<file path="src/rtl/uart_tx_arbiter.sv">
// uart_tx_arbiter: round-robin share of one UART transmitter between two byte sources, with a watchdog on tx_done
//   clk_i, reset_i       clock, synchronous active-high reset
//   en_i                 allows new grants (sampled in IDLE only)
//   req_i, data0_i/1_i   per-requester request and byte (0 = echo FIFO, 1 = morse decoder)
//   tx_done_i            transmitter done pulse
//   tx_start_o, tx_data_o start pulse and latched byte to the transmitter
//   ack_o, grant_o       completion pulse and one-hot grantee
//   busy_o, timeout_o    not-IDLE flag and watchdog-abort pulse
module uart_tx_arbiter #(
    parameter int WORD_BITS      = 8,
    parameter int TIMEOUT_CYCLES = 131071,
    parameter int TIMEOUT_BITS   = 17
) (
    input  logic                 clk_i,
    input  logic                 reset_i,
    input  logic                 en_i,
    input  logic [1:0]           req_i,
    input  logic [WORD_BITS-1:0] data0_i,
    input  logic [WORD_BITS-1:0] data1_i,
    input  logic                 tx_done_i,
    output logic                 tx_start_o,
    output logic [WORD_BITS-1:0] tx_data_o,
    output logic [1:0]           ack_o,
    output logic [1:0]           grant_o,
    output logic                 busy_o,
    output logic                 timeout_o
);
    typedef enum logic [1:0] {IDLE, START, WAIT, ACK} state_t;
    state_t                  r_state, w_next;
    logic [TIMEOUT_BITS-1:0] r_cnt, w_cnt;
    logic                    r_last, w_last;
    logic                    r_start, w_start;
    logic [WORD_BITS-1:0]    r_data, w_data;
    logic [1:0]              r_ack, w_ack;
    logic [1:0]              r_grant, w_grant;
    logic                    r_busy, w_busy;
    logic                    r_timeout, w_timeout;
    logic                    w_go, w_win, w_done, w_expire;
    assign w_go     = en_i && |req_i;
    // with both requesting, the one not served last wins
    assign w_win    = &req_i ? ~r_last : req_i[1];
    assign w_done   = r_state == WAIT && tx_done_i;
    // tx_done on the final count still wins over the watchdog
    assign w_expire = r_state == WAIT && !tx_done_i && r_cnt == TIMEOUT_BITS'(TIMEOUT_CYCLES - 1);
    always_ff @(posedge clk_i) begin
        if (reset_i) begin
            r_state   <= IDLE;
            r_cnt     <= '0;
            r_last    <= 1'b1;
            r_start   <= 1'b0;
            r_data    <= '0;
            r_ack     <= 2'b00;
            r_grant   <= 2'b00;
            r_busy    <= 1'b0;
            r_timeout <= 1'b0;
        end else begin
            r_state   <= w_next;
            r_cnt     <= w_cnt;
            r_last    <= w_last;
            r_start   <= w_start;
            r_data    <= w_data;
            r_ack     <= w_ack;
            r_grant   <= w_grant;
            r_busy    <= w_busy;
            r_timeout <= w_timeout;
        end
    end
    always_comb begin
        w_next = r_state;
        unique case (r_state)
            IDLE:  w_next = w_go ? START : IDLE;
            START: w_next = WAIT;
            WAIT:  w_next = w_done ? ACK : (w_expire ? IDLE : WAIT);
            ACK:   w_next = IDLE;
        endcase
    end
    // next values of the registered outputs
    always_comb begin
        w_start   = r_state == IDLE && w_go;
        w_grant   = w_start ? (w_win ? 2'b10 : 2'b01) : (w_next == IDLE ? 2'b00 : r_grant);
        w_data    = w_start ? (w_win ? data1_i : data0_i) : r_data;
        w_ack     = w_done ? r_grant : 2'b00;
        w_busy    = w_next != IDLE;
        w_timeout = w_expire;
        w_cnt     = r_state == IDLE ? '0 : (r_state == WAIT && !w_done && !w_expire ? r_cnt + 1'b1 : r_cnt);
        w_last    = (r_state == ACK || w_expire) ? r_grant[1] : r_last;
    end
    assign tx_start_o = r_start;
    assign tx_data_o  = r_data;
    assign ack_o      = r_ack;
    assign grant_o    = r_grant;
    assign busy_o     = r_busy;
    assign timeout_o  = r_timeout;
endmodule

</file>
<file path="config.mk">
export PLATFORM = sky130hd
export DESIGN_NAME = uart_tx_arbiter
export DESIGN_NICKNAME = d
export VERILOG_FILES = /design/src/rtl/uart_tx_arbiter.sv
export SDC_FILE = /design/constraint.sdc
export NUM_CORES = 1
export LEC_CHECK = 0
export CAP_MARGIN = 30
export CORE_ASPECT_RATIO = 0.5
export CORE_MARGIN = 1.5
export CORE_UTILIZATION = 61
export DETAILED_ROUTE_END_ITERATION = 12
export DONT_BUFFER_PORTS = 1
export PLACE_DENSITY_LB_ADDON = 0.08
export SYNTH_ARGS = -nofsm -noshare
export SYNTH_HDL_FRONTEND = slang
export SYNTH_SLANG_ARGS = --single-unit
</file>
<file path="constraint.sdc">
create_clock -name clk_i -period 2.9 [get_ports clk_i]
set_clock_uncertainty 0.2 [all_clocks]
set_input_delay 0.58 -clock clk_i [delete_from_list [all_inputs] [get_ports clk_i]]
set_output_delay 0.58 -clock clk_i [all_outputs]
set_load 0.01 [all_outputs]
</file>
==> results of run 1 <==
registers in the layout (all words and copies together) (netlist names):
signal      count
ack_o           2
busy_o          1
grant_o         2
r_cnt          17
r_last          1
r_state         2
timeout_o       1
tx_data_o       8
tx_start_o      1
power by group:
part / switching (W) / internal (W) / total (W)
Clock: 0.000180 / 0.000167 / 0.000347
Sequential: 0.0000253 / 0.000502 / 0.000527
Combinational: 0.0000445 / 0.0000349 / 0.0000794
path summary, 6_finish.rpt:
path,startpoint,to,depth (start not counted)
setup reg to reg,r_cnt[1],r_cnt[12],5
hold reg to reg,r_cnt[16],r_cnt[16],1
setup / recovery,r_cnt[1],r_cnt[12],5
hold / removal,reset_i,tx_data_o[7],1
cell families (layout without fill, tap and decap cells):
kind of cell             count (synthesis)  in the layout  share of synthesized area (%)
AO/OA/AOI/OAI                           47             47                           19.7
XOR/XNOR                                 1              1                          0.529
adder cells (fa/ha/maj)                  2              2                           1.51
buffers and inverters                   17             18                           4.68
flip-flops                              35             35                           42.3
multiplexers                            14             14                           8.61
AND/OR/NAND/NOR                         68             68                           22.7
per-stage QoR:
| step | utilization, % | power [W] | setup slack [ns] | hold slack [ns] | cell area (sq um) |
|---|---|---|---|---|---|
| 2_1_floorplan | - | 0.000609 | 0.630 | 0.230 | 1660 |
| 3_5_place_dp | 64.9 | 0.000618 | 0.561 | 0.260 | 1680 |
| 3_3_place_gp | 64.9 | 0.000615 | 0.598 | 0.255 | 1680 |
| 4_1_cts | 68.4 | 0.000970 | 0.571 | 0.140 | 1770 |
| 6_report | 68.4 | 0.000954 | 0.548 | 0.154 | 1770 |
| 5_1_grt | 68.4 | 0.00100 | 0.358 | 0.135 | 1770 |
layout by cell type (no fill, tap or decap), types with 2 or more instances in the layout:
| master | count |
|---|---|
| nor2_1 | 19 |
| a2111o_1 | 2 |
| nand4_1 | 6 |
| a22o_1 | 2 |
| a21oi_1 | 14 |
| clkbuf_8 | 5 |
| mux2i_1 | 12 |
| inv_1 | 7 |
| nand2_1 | 12 |
| o41ai_1 | 2 |
| nor4_1 | 4 |
| ha_1 | 2 |
| or4_1 | 7 |
| and4_1 | 2 |
| nor3b_1 | 3 |
| a211oi_1 | 12 |
| nand3_1 | 4 |
| o31ai_1 | 5 |
| o21ai_0 | 4 |
| buf_4 | 3 |
| dfxtp_1 | 35 |
| or2_2 | 6 |
| clkinvlp_4 | 2 |
| mux2_2 | 2 |
per-layer routing:
layer / vias up / share of wire [%]
li1: 699 / -
met1: 652 / 47
met2: 47 / 45
met3: 5 / 7.4
met4: 0 / 1.3
met5: - / 0
final cells by class:
type,count,area (sq um),share of cell area [%]
multi-input cells,132,883,50.0
well taps,37,46.3,2.62
clock buffers,5,68.8,3.89
flip-flops and latches,35,701,39.6
inverters,7,26.3,1.49
repair buffers,3,22.5,1.27
clock inverters,3,20.0,1.13
==> results.sh, run 1 <==
export IMPL_detail_route_wirelength_um=3420
export IMPL_critical_path_startpoint_type="register"
export IMPL_io_pins=37
export IMPL_crit_buf_inv=0
export IMPL_viasPerCell=6.32
export IMPL_post_cts_buffers=0
export IMPL_max_vdd_ir_drop_mv=0.372
export IMPL_leakage_nw=0.548
export IMPL_synth_cells=184
export IMPL_syn_nets=208
export IMPL_htree_levels=2
export IMPL_max_freq_ghz=0.425
export IMPL_clockBufferDepth=2
export IMPL_cts_resized=0
export IMPL_critPathCaptureType="register"
export IMPL_synth_most_common_cell="dfxtp_1"
export IMPL_numPortBuffers=0
export IMPL_hpwl_um=2450
export IMPL_die_w_um=76.7
export IMPL_busiest_layer="met2"
export IMPL_grt_pass1_vias=1127
export IMPL_tightest_slew_ns=0.613
export IMPL_ys_top_cells_by_area="dfxtp_1, mux2i_1, a211oi_1"
export IMPL_die_area_sq_mm=0.00306
export IMPL_critical_path_top_delay_family="simple AND/OR/NAND/NOR gates"
export IMPL_synthTopCellsByCount="dfxtp_1, nor2_1, a21oi_1"
export IMPL_hold_viol=0
export IMPL_arrival_ns=2.37
export IMPL_critPathSlowestCell="or4_1"
export IMPL_finalSetupViolations=0
export IMPL_start_util_pct=64.1
export IMPL_vias=1403
export IMPL_dr_first_iter_drc_count=99
export IMPL_avgSynthCellArea_sq_um=9.00
export IMPL_min_path_type="input pin to register"
export IMPL_synth_edf_count=0
export IMPL_dp_cells=214
export IMPL_max_cap_violations=0
export IMPL_cp_cell_sequence="ha_1 > nand4bb_1 > or4_1 > or4_1 > a21oi_1"
export IMPL_place_gp_congestion=0.842
export IMPL_grt_use_met3_pct=9.30
export IMPL_antenna_found_initial=0
export IMPL_seq_area_frac_synth_pct=42.3
export IMPL_clk_pin_slew_worst_paths_ns=0.07
export IMPL_rsz0062_at_grt="no"
export IMPL_ant_nets=0
export IMPL_yosys_area_top_type="dfxtp_1"
export IMPL_synth_warnings=0
export IMPL_synthesis_area_sq_mm=0.00166
export IMPL_synth_cell_types=37
export IMPL_nets=208
export IMPL_met1_usage_pct=30.9
export IMPL_grt_usage_pct=24.6
export IMPL_status="finished clean"
export IMPL_async_flop_share_pct=0
export IMPL_n_antenna_cell=0
export IMPL_wl_per_cell_um=15.4
export IMPL_fill_cells=230
export IMPL_rrSetupSlack_ns=0.55
export IMPL_grt_overflow=0
export IMPL_core_sq_mm=0.00259
export IMPL_required_ns=2.92
export IMPL_synth_top_area_share_pct=42.3
export IMPL_cts_hold_buf=0
export IMPL_worstPathMaxFanout=7
export IMPL_grt_max_degree=23
export IMPL_slew_headroom_pct=59.0
export IMPL_cts_sinks=35
export IMPL_drv_slew=0
export IMPL_syn2layout_area_growth_pct=6.72
export IMPL_max_stage_delay_ns=0.58
export IMPL_drive_gt1_share_pct=11.4
export IMPL_tritoncts="done"
export IMPL_critPathKind="register to register"
export IMPL_ys_seq_elements=35
export IMPL_fin_cells=222
export IMPL_firstDrtPassIters=4
export IMPL_globalRouteMet2Util_pct=37.6
export IMPL_num_rows=13
export IMPL_cts_buffers=5
export IMPL_post_route_min_period_ns=2.35
export IMPL_fin_tns_setup_ns=0
export IMPL_die_h_um=39.9
export IMPL_drc=0
export IMPL_cp_common_cell="or4_1"
export IMPL_p_per_area_mw_per_mm2=540
export IMPL_period_share_pct=81.1
export IMPL_grt_pass1_wl_um=5400
export IMPL_insertion_delay_ns=0.29
export IMPL_root_buffer="clkbuf_8"
export IMPL_ys_flop_type="dfxtp_1"
No activity file was read; power rests on OpenSTA's default activity.
==> run 2, diff against run 1 <==
clock period = 2.2 ns   (was 2.9 ns; I/O delays follow)
==> run 2 against run 1 <==
Against the previous run:
- register-to-register slack lost 0.47 ns
- hold slack lost 0.14 ns
- wire length grew 5.3%
- largest cell class unchanged
- highest routed layer unchanged
==> results.sh, run 2 (synthesis results as in run 1) <==
export IMPL_multiInputGateArea_sq_um=888
export IMPL_syn2layout_area_growth_pct=14.6
export IMPL_wl_per_cell_um=15.3
export IMPL_root_buffer="clkbuf_8"
export IMPL_post_route_min_period_ns=2.12
export IMPL_critPathCaptureType="register"
export IMPL_critical_path_top_delay_family="simple AND/OR/NAND/NOR gates"
export IMPL_firstDrtPassIters=5
export IMPL_hold_depth=1
export IMPL_largest_reg_flops=17
export IMPL_fin_cells=235
export IMPL_nets=221
export IMPL_clockBufferDepth=2
export IMPL_worstPathMaxFanout=6
export IMPL_max_vdd_ir_drop_mv=0.448
export IMPL_drv_slew=0
export IMPL_mostFrequentLayoutCells="dfxtp_1, nor2_1, buf_4"
export IMPL_cts_hold_buf=0
export IMPL_io_pins=37
export IMPL_arrival_ns=2.14
export IMPL_core_sq_mm=0.00259
export IMPL_met1_length_um=1600
export IMPL_drc=0
export IMPL_grt_usage_pct=24.8
export IMPL_max_freq_ghz=0.471
export IMPL_max_stage_delay_ns=0.56
export IMPL_dp_slack_ns=-0.0107
export IMPL_htree_levels=2
export IMPL_grt_max_degree=20
export IMPL_fill_cells=205
export IMPL_die_h_um=39.9
export IMPL_hold_viol=0
export IMPL_cp_cell_sequence="or3b_1 > or4_4 > or4_1 > a21oi_1"
export IMPL_hold_end="ack_o[1]"
export IMPL_min_path_type="input pin to register"
export IMPL_place_gp_congestion=0.871
export IMPL_viasPerCell=6.04
export IMPL_critPathSlowestCell="or4_4"
export IMPL_critical_path_startpoint_type="register"
export IMPL_die_w_um=76.7
export IMPL_hpwl_um=2620
export IMPL_routed_wl_met3_um=267
export IMPL_insertion_delay_ns=0.29
export IMPL_dpl_cell_area_sq_mm=0.00178
export IMPL_register_area_sq_um=701
export IMPL_reg2reg_to="r_cnt[11]"
export IMPL_hold_start="reset_i"
export IMPL_dp_cells=227
export IMPL_rsz0062_at_grt="no"
export IMPL_detail_route_wirelength_um=3600
export IMPL_slew_headroom_pct=66.1
export IMPL_period_share_pct=96.6
export IMPL_dr_first_iter_drc_count=80
export IMPL_route_met2_wl_um=1700
export IMPL_cts_buffers=5
export IMPL_worst_slack_ns=0.0750
export IMPL_vias=1420
export IMPL_n_antenna_cell=0
export IMPL_finalSetupViolations=0
export IMPL_utilization_pct=73.4
export IMPL_final_common_cell="dfxtp_1"
export IMPL_grt_overflow=0
export IMPL_tightest_slew_ns=0.507
export IMPL_die_area_sq_mm=0.00306
export IMPL_p_per_area_mw_per_mm2=740
export IMPL_status="finished clean"
export IMPL_crit_cells=4
export IMPL_drive_gt1_share_pct=17.7
export IMPL_required_ns=2.21
export IMPL_max_cap_violations=0
export IMPL_r2r_start="r_state[0]"
export IMPL_grt_pass1_wl_um=5550
export IMPL_tritoncts="done"
export IMPL_r2r_cells=4
export IMPL_cts_sinks=35
export IMPL_critPathKind="register to register"
export IMPL_crit_buf_inv=0
export IMPL_leakage_nw=0.634
export IMPL_clk_pin_slew_worst_paths_ns=0.08
export IMPL_numPortBuffers=0
export IMPL_num_rows=13
export IMPL_rrSetupSlack_ns=0.08
export IMPL_final_area_sq_mm=0.00190
export IMPL_top_register="r_cnt"
export IMPL_fin_tns_setup_ns=0
export IMPL_grt_pass1_vias=1301
export IMPL_antenna_found_initial=0
export IMPL_ant_nets=0
export IMPL_top_layer_used="met4"
export IMPL_start_util_pct=64.1
run 2: where the power goes:
group / switching [W] / leakage [nW] / internal, W
registers: 0.0000285 / 0.285 / 0.000662
logic: 0.0000689 / 0.290 / 0.0000538
clock network: 0.000248 / 0.0587 / 0.000343
total: 0.000345 / 0.634 / 0.00106
run 2: how the worst max path moves through the flow:
stage | from | to | slack, ns
2_1_floorplan | tx_done_i | r_cnt[11] | 0.07
3_3_place_gp | tx_done_i | r_cnt[13] | 0.03
3_5_place_dp | tx_done_i | r_cnt[11] | -0.01
4_1_cts | r_state[0] | r_cnt[11] | 0.08
5_1_grt | r_cnt[0] | r_cnt[9] | 0.01
6_report | r_state[0] | r_cnt[11] | 0.08
run 2: metrics by stage:
stage | hold slack, ns | total power (W)
after detailed placement | 0.279 | 0.000826
after global placement | 0.252 | 0.000821
after global routing | 0.00566 | 0.00145
final | 0.0107 | 0.00140
after CTS | 0.00960 | 0.00141
after floorplan | 0.230 | 0.000802
run 2: worst reg2reg max path: stages (launching register included):
cell	delay, ns
dfxtp_1	0.32
or3b_1	0.40
or4_4	0.56
or4_1	0.41
a21oi_1	0.15
run 2: cell type report:
type / instances / share of cell area [%]
Clock inverter: 3 / 2.50
Multi-Input combinational cell: 132 / 46.8
Inverter: 7 / 1.38
Sequential cell: 35 / 36.9
Clock buffer: 5 / 3.63
Timing Repair Buffer: 16 / 6.33
Tap cell: 37 / 2.44
run 2: what timing repair did:
item,CTS,global route
gates resized for setup,0,1
buffers inserted,0,0
endpoints found under the setup margin,0,1
run 2: metal layers:
layer,GRT usage [%],up-vias
li1,-,721
met1,28.0,651
met2,45.4,44
met3,9.77,4
met4,6.94,0
met5,0,-
